[src/rtl/axis_test_pkg.sv]
// Shared helpers for the AXI-Stream test FIFO: packed-entry sizing and
// address-width computation used by the top level and its RAM.
package axis_test_pkg;

    // tdata always sits at the bottom of a stored entry
    localparam int DATA_OFFSET = 0;

    // Address width for a storage array, never narrower than one bit
    function automatic int clog2w(input int value);
        return (value <= 1) ? 1 : $clog2(value);
    endfunction

    // Width a sideband field occupies in storage (zero when not carried)
    function automatic int field_w(input int enable, input int width);
        return (enable != 0) ? width : 0;
    endfunction

    // Total packed-entry width: tdata plus every enabled sideband
    function automatic int entry_width(
        input int dataWidth,
        input int keepEnable, input int keepWidth,
        input int lastEnable,
        input int idEnable,   input int idWidth,
        input int destEnable, input int destWidth,
        input int userEnable, input int userWidth
    );
        return dataWidth
             + field_w(keepEnable, keepWidth)
             + field_w(lastEnable, 1)
             + field_w(idEnable, idWidth)
             + field_w(destEnable, destWidth)
             + field_w(userEnable, userWidth);
    endfunction

endpackage

[src/rtl/axis_test_fifo_ram.sv]
// Simple dual-port storage for the stream FIFO: registered write port,
// combinational read port so the head entry is visible without latency.
module axis_test_fifo_ram #(
    parameter int DEPTH  = 16,
    parameter int WIDTH  = 8,
    parameter int ADDR_W = 4
) (
    input  logic              i_clk,
    input  logic              i_wrEn,
    input  logic [ADDR_W-1:0] i_wrAddr,
    input  logic [WIDTH-1:0]  i_wrData,
    input  logic [ADDR_W-1:0] i_rdAddr,
    output logic [WIDTH-1:0]  o_rdData
);

    logic [WIDTH-1:0] r_mem [DEPTH];

    // Store the incoming entry on an accepted beat
    always_ff @(posedge i_clk) begin
        if (i_wrEn) begin
            r_mem[i_wrAddr] <= i_wrData;
        end
    end

    assign o_rdData = r_mem[i_rdAddr];

endmodule

[src/rtl/axis_test_fifo.sv]
// AXI4-Stream FIFO with optional sidebands and optional frame gating.
// Holds the pointers, status counters, handshake logic and field packing;
// the payload itself lives in axis_test_fifo_ram.
module axis_test_fifo
    import axis_test_pkg::*;
#(
    parameter int DATA_WIDTH  = 8,
    parameter int KEEP_ENABLE = (DATA_WIDTH > 8) ? 1 : 0,
    parameter int KEEP_WIDTH  = (DATA_WIDTH + 7) / 8,
    parameter int LAST_ENABLE = 1,
    parameter int ID_ENABLE   = 0,
    parameter int ID_WIDTH    = 8,
    parameter int DEST_ENABLE = 0,
    parameter int DEST_WIDTH  = 8,
    parameter int USER_ENABLE = 1,
    parameter int USER_WIDTH  = 1,
    parameter int DEPTH       = 16,
    parameter int FRAME_FIFO  = 0,
    localparam int ST_W       = clog2w(DEPTH) + 1
) (
    input  logic                  clk,
    input  logic                  rst,

    input  logic [DATA_WIDTH-1:0] s_axis_tdata,
    input  logic [KEEP_WIDTH-1:0] s_axis_tkeep,
    input  logic                  s_axis_tvalid,
    output logic                  s_axis_tready,
    input  logic                  s_axis_tlast,
    input  logic [ID_WIDTH-1:0]   s_axis_tid,
    input  logic [DEST_WIDTH-1:0] s_axis_tdest,
    input  logic [USER_WIDTH-1:0] s_axis_tuser,

    output logic [DATA_WIDTH-1:0] m_axis_tdata,
    output logic [KEEP_WIDTH-1:0] m_axis_tkeep,
    output logic                  m_axis_tvalid,
    input  logic                  m_axis_tready,
    output logic                  m_axis_tlast,
    output logic [ID_WIDTH-1:0]   m_axis_tid,
    output logic [DEST_WIDTH-1:0] m_axis_tdest,
    output logic [USER_WIDTH-1:0] m_axis_tuser,

    output logic [ST_W-1:0]       status_depth,
    output logic [ST_W-1:0]       status_frames,
    output logic                  status_good_frame
);

    localparam int ADDR_W   = clog2w(DEPTH);
    localparam int PTR_W    = ADDR_W + 1;
    localparam int KEEP_OFF = DATA_OFFSET + DATA_WIDTH;
    localparam int LAST_OFF = KEEP_OFF + field_w(KEEP_ENABLE, KEEP_WIDTH);
    localparam int ID_OFF   = LAST_OFF + field_w(LAST_ENABLE, 1);
    localparam int DEST_OFF = ID_OFF + field_w(ID_ENABLE, ID_WIDTH);
    localparam int USER_OFF = DEST_OFF + field_w(DEST_ENABLE, DEST_WIDTH);
    localparam int ENTRY_W  = entry_width(DATA_WIDTH, KEEP_ENABLE, KEEP_WIDTH,
                                          LAST_ENABLE, ID_ENABLE, ID_WIDTH,
                                          DEST_ENABLE, DEST_WIDTH,
                                          USER_ENABLE, USER_WIDTH);

    logic [PTR_W-1:0]   r_wrPtr;
    logic [PTR_W-1:0]   r_rdPtr;
    logic [PTR_W-1:0]   r_depth;
    logic [PTR_W-1:0]   r_frames;
    logic               r_goodFrame;

    logic               w_full;
    logic               w_empty;
    logic               w_push;
    logic               w_pop;
    logic               w_inLast;
    logic               w_frameIn;
    logic               w_frameOut;
    logic [ENTRY_W-1:0] w_wrEntry;
    logic [ENTRY_W-1:0] w_rdEntry;

    // Pointers carry one extra wrap bit so full and empty are distinguishable
    assign w_full  = (r_wrPtr[ADDR_W] != r_rdPtr[ADDR_W]) &&
                     (r_wrPtr[ADDR_W-1:0] == r_rdPtr[ADDR_W-1:0]);
    assign w_empty = (r_wrPtr == r_rdPtr);

    // A full buffer also releases output so frames longer than DEPTH cut through
    assign s_axis_tready = !w_full && !rst;
    assign m_axis_tvalid = !w_empty && !rst &&
                           ((FRAME_FIFO == 0) || (r_frames != '0) || w_full);

    assign w_push     = s_axis_tvalid && s_axis_tready;
    assign w_pop      = m_axis_tvalid && m_axis_tready;
    assign w_frameIn  = w_push && w_inLast;
    assign w_frameOut = w_pop && m_axis_tlast;

    assign w_wrEntry[DATA_OFFSET +: DATA_WIDTH] = s_axis_tdata;
    assign m_axis_tdata = w_rdEntry[DATA_OFFSET +: DATA_WIDTH];

    if (KEEP_ENABLE != 0) begin : g_keep
        assign w_wrEntry[KEEP_OFF +: KEEP_WIDTH] = s_axis_tkeep;
        assign m_axis_tkeep = w_rdEntry[KEEP_OFF +: KEEP_WIDTH];
    end else begin : g_noKeep
        logic w_unusedKeep;
        assign w_unusedKeep = ^s_axis_tkeep;
        assign m_axis_tkeep = '1;
    end

    if (LAST_ENABLE != 0) begin : g_last
        assign w_wrEntry[LAST_OFF] = s_axis_tlast;
        assign w_inLast            = s_axis_tlast;
        assign m_axis_tlast        = w_rdEntry[LAST_OFF];
    end else begin : g_noLast
        logic w_unusedLast;
        assign w_unusedLast = s_axis_tlast;
        assign w_inLast     = 1'b1;
        assign m_axis_tlast = 1'b1;
    end

    if (ID_ENABLE != 0) begin : g_id
        assign w_wrEntry[ID_OFF +: ID_WIDTH] = s_axis_tid;
        assign m_axis_tid = w_rdEntry[ID_OFF +: ID_WIDTH];
    end else begin : g_noId
        logic w_unusedId;
        assign w_unusedId = ^s_axis_tid;
        assign m_axis_tid = '0;
    end

    if (DEST_ENABLE != 0) begin : g_dest
        assign w_wrEntry[DEST_OFF +: DEST_WIDTH] = s_axis_tdest;
        assign m_axis_tdest = w_rdEntry[DEST_OFF +: DEST_WIDTH];
    end else begin : g_noDest
        logic w_unusedDest;
        assign w_unusedDest = ^s_axis_tdest;
        assign m_axis_tdest = '0;
    end

    if (USER_ENABLE != 0) begin : g_user
        assign w_wrEntry[USER_OFF +: USER_WIDTH] = s_axis_tuser;
        assign m_axis_tuser = w_rdEntry[USER_OFF +: USER_WIDTH];
    end else begin : g_noUser
        logic w_unusedUser;
        assign w_unusedUser = ^s_axis_tuser;
        assign m_axis_tuser = '0;
    end

    axis_test_fifo_ram #(
        .DEPTH  (DEPTH),
        .WIDTH  (ENTRY_W),
        .ADDR_W (ADDR_W)
    ) u_ram (
        .i_clk    (clk),
        .i_wrEn   (w_push),
        .i_wrAddr (r_wrPtr[ADDR_W-1:0]),
        .i_wrData (w_wrEntry),
        .i_rdAddr (r_rdPtr[ADDR_W-1:0]),
        .o_rdData (w_rdEntry)
    );

    // Advance write and read pointers on accepted and delivered beats
    always_ff @(posedge clk) begin
        if (rst) begin
            r_wrPtr <= '0;
            r_rdPtr <= '0;
        end else begin
            if (w_push) r_wrPtr <= r_wrPtr + PTR_W'(1);
            if (w_pop)  r_rdPtr <= r_rdPtr + PTR_W'(1);
        end
    end

    // Stored-beat count; a simultaneous push and pop leaves it unchanged
    always_ff @(posedge clk) begin
        if (rst) begin
            r_depth <= '0;
        end else begin
            case ({w_push, w_pop})
                2'b10:   r_depth <= r_depth + PTR_W'(1);
                2'b01:   r_depth <= r_depth - PTR_W'(1);
                default: r_depth <= r_depth;
            endcase
        end
    end

    // Complete-frame count plus the pulse marking a delivered frame end
    always_ff @(posedge clk) begin
        if (rst) begin
            r_frames    <= '0;
            r_goodFrame <= 1'b0;
        end else begin
            case ({w_frameIn, w_frameOut})
                2'b10:   r_frames <= r_frames + PTR_W'(1);
                2'b01:   r_frames <= r_frames - PTR_W'(1);
                default: r_frames <= r_frames;
            endcase
            r_goodFrame <= w_frameOut;
        end
    end

    assign status_depth      = r_depth;
    assign status_frames     = r_frames;
    assign status_good_frame = r_goodFrame;

endmodule

[config.mk]
export PLATFORM = sky130hd
export DESIGN_NAME = axis_test_fifo
export DESIGN_NICKNAME = d
export VERILOG_FILES = /design/src/rtl/axis_test_pkg.sv /design/src/rtl/axis_test_fifo_ram.sv /design/src/rtl/axis_test_fifo.sv
export SDC_FILE = /design/constraint.sdc
export NUM_CORES = 1
export LEC_CHECK = 0
export ABC_AREA = 1
export CORE_UTILIZATION = 30
export CTS_CLUSTER_DIAMETER = 150
export CTS_CLUSTER_SIZE = 30
export DETAILED_ROUTE_END_ITERATION = 8
export GPL_ROUTABILITY_DRIVEN = 0
export MAX_ROUTING_LAYER = met4
export PLACE_DENSITY_LB_ADDON = 0.25
export SLEW_MARGIN = 15
export SYNTH_ARGS = -nofsm -noshare
export SYNTH_HDL_FRONTEND = slang
export SYNTH_HIERARCHICAL = 1
export SYNTH_SLANG_ARGS = --single-unit
export TNS_END_PERCENT = 30
[constraint.sdc]
create_clock -name clk -period 4.1 [get_ports clk]
set_input_delay 0.82 -clock clk [delete_from_list [all_inputs] [get_ports clk]]
set_output_delay 0.82 -clock clk [all_outputs]
set_load 0.02 [all_outputs]
Word-level counts from Yosys, hierarchy flattened
Memory sizes are Yosys's and may differ from the RTL's. A register that Yosys moved wholly into a read port is not among the register bits.
Cells that the tools add are included.
{"block": "op_classes", "n_reduce_logical": 12, "n_mux": 6, "n_eq_ne": 7, "n_addsub": 6}
{"cell": "5-bit by 1-bit adder with 5-bit output, second input constant", "count": 4}
{"cell": "5-bit case mux with 2 select lines", "count": 2}
{"cell": "5-bit by 1-bit subtractor with 5-bit output, second input constant", "count": 2}
{"cell": "4-bit two-way mux", "count": 2}
{"cell": "1-bit logical AND", "count": 7}
{"cell": "5-bit == test", "count": 1}
{"cell": "2-bit by 1-bit == test with 1-bit output, second input constant", "count": 2}
{"cell": "2-bit == test, second input constant", "count": 2}
{"cell": "4-bit == test", "count": 1}
{"cell": "2-bit nonzero test", "count": 2}
{"cell": "1-bit zero test", "count": 3}
{"cell": "1-bit two-way mux", "count": 2}
{"cell": "1-bit inequality test", "count": 1}
{"block": "totals", "ram_bits": 160, "ff_bits": 21, "elab_cells": 37, "n_memories": 1}
{"name": "u_ram.r_mem", "words": 16, "width": 10, "rd": 1, "rd_ports_with_merged_regs": 1, "write_ports": 1, "line": "axis_test_fifo_ram.sv:16", "rtl": "logic [WIDTH-1:0] r_mem [DEPTH];"}

Longest topological paths before layout
{"block": "logic_depth", "word_depth": 8, "mapped_depth": 22, "ltp_nobuf": 20}

Cells and area by module
The synthesis kept the hierarchy.
{"module": "axis_test_fifo_ram", "cells_each": 672, "area_each_um2": 6971.7, "n_inst": 1}
{"module": "axis_test_fifo", "cells_each": 215, "area_each_um2": 1524.0, "n_inst": 1}

Least setup slack after synthesis
OpenSTA, ideal clock, no wires.
{"block": "synth_timing", "path_type": "register to register", "start": "register r_rdPtr[0]", "end": "register r_frames[4] (netlist: status_frames[4])", "setup_ps": 116, "setup_slack_ps": 1455, "arrival_time_ps": 2530, "stages_incl_launch_ff": 22, "synth_period_minus_slack_ps": 2645, "cell_sequence": "dfxtp_1 buf_6 buf_2 nand2_1 nand2_1 nand2_1 nand3_1 nand3_1 nand2_1 inv_1 nor2_1 ha_1 inv_1 fa_1 inv_1 nand2_1 a21oi_1 nor2_1 nand2_1 nand2_1 nand2_1 a21oi_1"}
{"element": "start: declaration", "line": "axis_test_fifo.sv:60", "rtl": "logic [PTR_W-1:0] r_rdPtr;"}
{"element": "start signal: assignment", "line": "axis_test_fifo.sv:160", "rtl": "if (w_pop) r_rdPtr <= r_rdPtr + PTR_W'(1);"}
{"element": "5-bit == test (*)", "line": "axis_test_fifo.sv:78", "rtl": "assign w_empty = (r_wrPtr == r_rdPtr);"}
{"element": "1-bit zero test (*)", "line": "axis_test_fifo.sv:82", "rtl": "assign m_axis_tvalid = !w_empty && !rst &&"}
{"element": "1-bit logical AND (*)", "line": "axis_test_fifo.sv:82"}
{"element": "1-bit logical AND (*)", "line": "axis_test_fifo.sv:86", "rtl": "assign w_pop = m_axis_tvalid && m_axis_tready;"}
{"element": "1-bit logical AND (*)", "line": "axis_test_fifo.sv:88", "rtl": "assign w_frameOut = w_pop && m_axis_tlast;"}
{"element": "named net w_frameOut", "line": "axis_test_fifo.sv:71", "rtl": "logic w_frameOut;"}
{"element": "2-bit by 1-bit == test with 1-bit output / 2-bit == test (equally long branches)", "line": "axis_test_fifo.sv:183", "rtl": "case ({w_frameIn, w_frameOut})"}
{"element": "5-bit case mux with 2 select lines / 2-bit nonzero test (equally long branches)"}
{"element": "end signal: assignment", "line": "axis_test_fifo.sv:184", "rtl": "2'b10: r_frames <= r_frames + PTR_W'(1);"}
{"element": "end signal: assignment", "line": "axis_test_fifo.sv:185", "rtl": "2'b01: r_frames <= r_frames - PTR_W'(1);"}
{"element": "end signal: assignment", "line": "axis_test_fifo.sv:186", "rtl": "default: r_frames <= r_frames;"}
{"element": "end: declaration", "line": "axis_test_fifo.sv:62", "rtl": "logic [PTR_W-1:0] r_frames;"}
The timed path passes the listed nets; every way through them passes the cells marked *.
A chain may end at the register's enable or synchronous reset.

==> run summary <==
=====================================================================================
Global-route wire length before repair                                        29.6 mm
Synth cell types                                                                   32
Full die area                                                             0.0290 mm^2
Worst slew margin                                                               32.9%
Via density per instance                                                         4.29
Most used flip-flop cell after synthesis                                 sky130_fd_sc_hd__edfxtp_1
Outcome                                                                     completed
Synth-to-Final Area Change                                                      15.9%
Avg Inst Size Synth                                                         9.58 um^2
Via count                                                                       5,684
Worst hold path stage count                                                         1
Static leakage power                                                       0.00422 uW
Top post-synthesis cells by area                                         sky130_fd_sc_hd__edfxtp_1 57%, sky130_fd_sc_hd__nand2_1 11%, sky130_fd_sc_hd__nand3_1 7.8%, sky130_fd_sc_hd__inv_1 6.8%, sky130_fd_sc_hd__dfxtp_1 4.9%
Core Footprint                                                            0.0279 mm^2
Number of inserted filler cells in the final layout                             2,814
Largest fanout of any net on the critical path                                     33
Hold/Removal Path Class                                                    reg -> reg
Maximum number of pins on one net before global-route repair                       81
Period utilization                                                              84.8%
Finish-stage setup viols                                                            0
Minimum clock period after layout                                             3480 ps
Buffers on Ports                                                                   36
Flip-flop and latch count after synthesis                                         181
Area share of the largest cell type after synthesis                             56.6%
Row cnt                                                                            61
GRT Resource Usage Total                                                        14.3%
Clk pin slew, worst setup/hold paths                                            70 ps
Share of flip-flops with an asynchronous set or reset                              0%
Number of nets in the layout                                                      976
R2R cell count                                                                     20
Num Clock Sinks                                                                   181
Post-place instance area                                                 0.00925 mm^2
Synth top cells by count                                                 260 x sky130_fd_sc_hd__nand2_1, 160 x sky130_fd_sc_hd__edfxtp_1, 155 x sky130_fd_sc_hd__inv_1
Cell with the most instances after synthesis                             sky130_fd_sc_hd__nand2_1
Number of instances in the synthesized netlist                                    887
Initial antenna violation count                                                     0
Critical path start-end classification                                     reg -> out
Final Core Density                                                              35.3%
Final Hold Fails                                                                    0
Critical Path Sink Type                                                   output port
# Max-Cap Violations                                                                0
Initial Util                                                                    30.5%
Synthesized cell area                                                    0.00850 mm^2
Dominant cell type by area after synthesis                               sky130_fd_sc_hd__edfxtp_1
# diodes                                                                            0
Drt wl/cell                                                                   14.5 um
Final-report max-slew violation count                                               0
Buffer depth of the longest clock path                                              2
Endpoint required time on the critical path                                   3280 ps
Vias in the first global route                                                  5,198
Worst Hold Margin                                                              504 ps
Count of routing violations after the opening detailed-route iteration            296
Worst Min Path Start                                                     status_depth[0]
Height of the chip                                                             170 um
Drt drc                                                                             0
Setup repair after global routing missed its margin                                no
Synth warnings                                                                      6
Die Span X                                                                     170 um
Final sum of negative setup slack                                                0 ps
Final wirelength                                                              19.2 mm
Boundary pin count                                                                 71
CTS Hold Bufs                                                                       0
Layout Cell Area excl Fill                                               0.00985 mm^2
CP Data Arrival Time                                                          2660 ps
Number of synthesized flops with an enable pin                                    160
Clk_lat worst skew                                                             430 ps
Power per cell area                                                       411 mW/mm^2
Source of the worst register-to-register timing path                       r_rdPtr[0]
Sequential-to-total area share from yosys stat                                  61.5%
Buffers inserted by post-CTS timing repair                                          0
H-Tree Depth                                                                        4
Post-cts gate resize count                                                          0
CTS tree                                                                         done
Number of buffers added by the clock tree synthesis step                           17
Clock root buffer                                                        sky130_fd_sc_hd__clkbuf_16
Setup skew after layout                                                       10.9 ps
Transition time of the tightest slew-check pin                                1010 ps
Number of detailed-route iterations in the first pass                               4
Startpoint of the most critical setup path                                 r_rdPtr[1]
Fraction of final layout cells sized beyond drive strength 1                    8.14%
Antenna-violating nets left                                                         0
Startpoint Class                                                            flip-flop
Post-DP HPWL                                                                  11.7 mm
Overall power of the completed layout                                         4040 uW
Global route total overflow                                                         0
Timing-limited maximum frequency                                              288 MHz
Peak supply drop                                                             0.253 mV
=====================================================================================
==> path summary, 6_finish.rpt <==
check                      to  slack, ps
max           m_axis_tdata[6]        620
min           status_depth[0]        500
max reg2reg  status_frames[4]        900
min reg2reg   status_depth[0]        500
==> layout by cell type, fill, tap and decap left out, drive strengths merged, types with 12 or more instances in the layout <==
cell             n
conb            17
edfxtp         160
nand2          262
clkbuf          17
buf             26
inv            171
nand3          137
dfxtp           21
nor2            43
clkdlybuf4s50   36
a21oi           12
==> flip-flops by register name (all words and copies together) (netlist names) <==
name               flops
status_frames          5
status_depth           5
status_good_frame      1
r_wrPtr                5
u_ram/r_mem          160
r_rdPtr                5
==> kinds of logic (layout without fill, tap and decap cells) <==
group                    count (synthesis)  count (layout)  synth area share (%)
XOR/XNOR                                 7               7                 0.810
AND/OR/NAND/NOR                        448             448                  22.9
adder cells (fa/ha/maj)                 12              12                  1.94
flip-flops                             181             181                  61.5
other                                    2              17                0.0884
AO/OA/AOI/OAI                           22              22                  1.35
buffers and inverters                  215             259                  11.4
==> routing by layer <==
metal / global-route usage [%] / share of wire, % / vias to the layer above
li1: - / - / 2887
met1: 18.1 / 48 / 2690
met2: 23.4 / 48 / 100
met3: 2.84 / 3.0 / 7
met4: 3.41 / 0.71 / 0
met5: - / 0 / -
==> through the flow <==
step                      setup slack (ps)  cells
final                                  625   1324
after floorplan                       1450    902
after global routing                   470   1324
after detailed placement               646   1292
after CTS                              595   1324
after global placement                 662   1292
==> power by group <==
group | internal (uW) | total (uW) | switching [uW] | leakage, uW
Clock | 825 | 1620 | 797 | 0.000293
Sequential | 2020 | 2050 | 20.7 | 0.00161
Combinational | 131 | 375 | 244 | 0.00231
Total | 2980 | 4040 | 1060 | 0.00422
==> critical path, cell delays in order, from the launching register on <==
cell,delay (ps)
sky130_fd_sc_hd__dfxtp_2,320
sky130_fd_sc_hd__inv_2,550
sky130_fd_sc_hd__buf_4,300
sky130_fd_sc_hd__nand3_1,90
sky130_fd_sc_hd__nand3_1,110
sky130_fd_sc_hd__nand3_1,120
sky130_fd_sc_hd__nand2_1,100
sky130_fd_sc_hd__clkdlybuf4s50_1,600
==> layout make-up <==
type / instances / area, um^2 / area share [%]
Clock buffer: 17 / 425 / 4.32
Clock inverter: 15 / 174 / 1.77
Inverter: 165 / 627 / 6.37
Multi-Input combinational cell: 506 / 2360 / 24.0
Sequential cell: 181 / 5230 / 53.1
Tap cell: 378 / 473 / 4.80
Timing Repair Buffer: 62 / 556 / 5.64
Note: power is estimated with default switching activity, not from simulation.
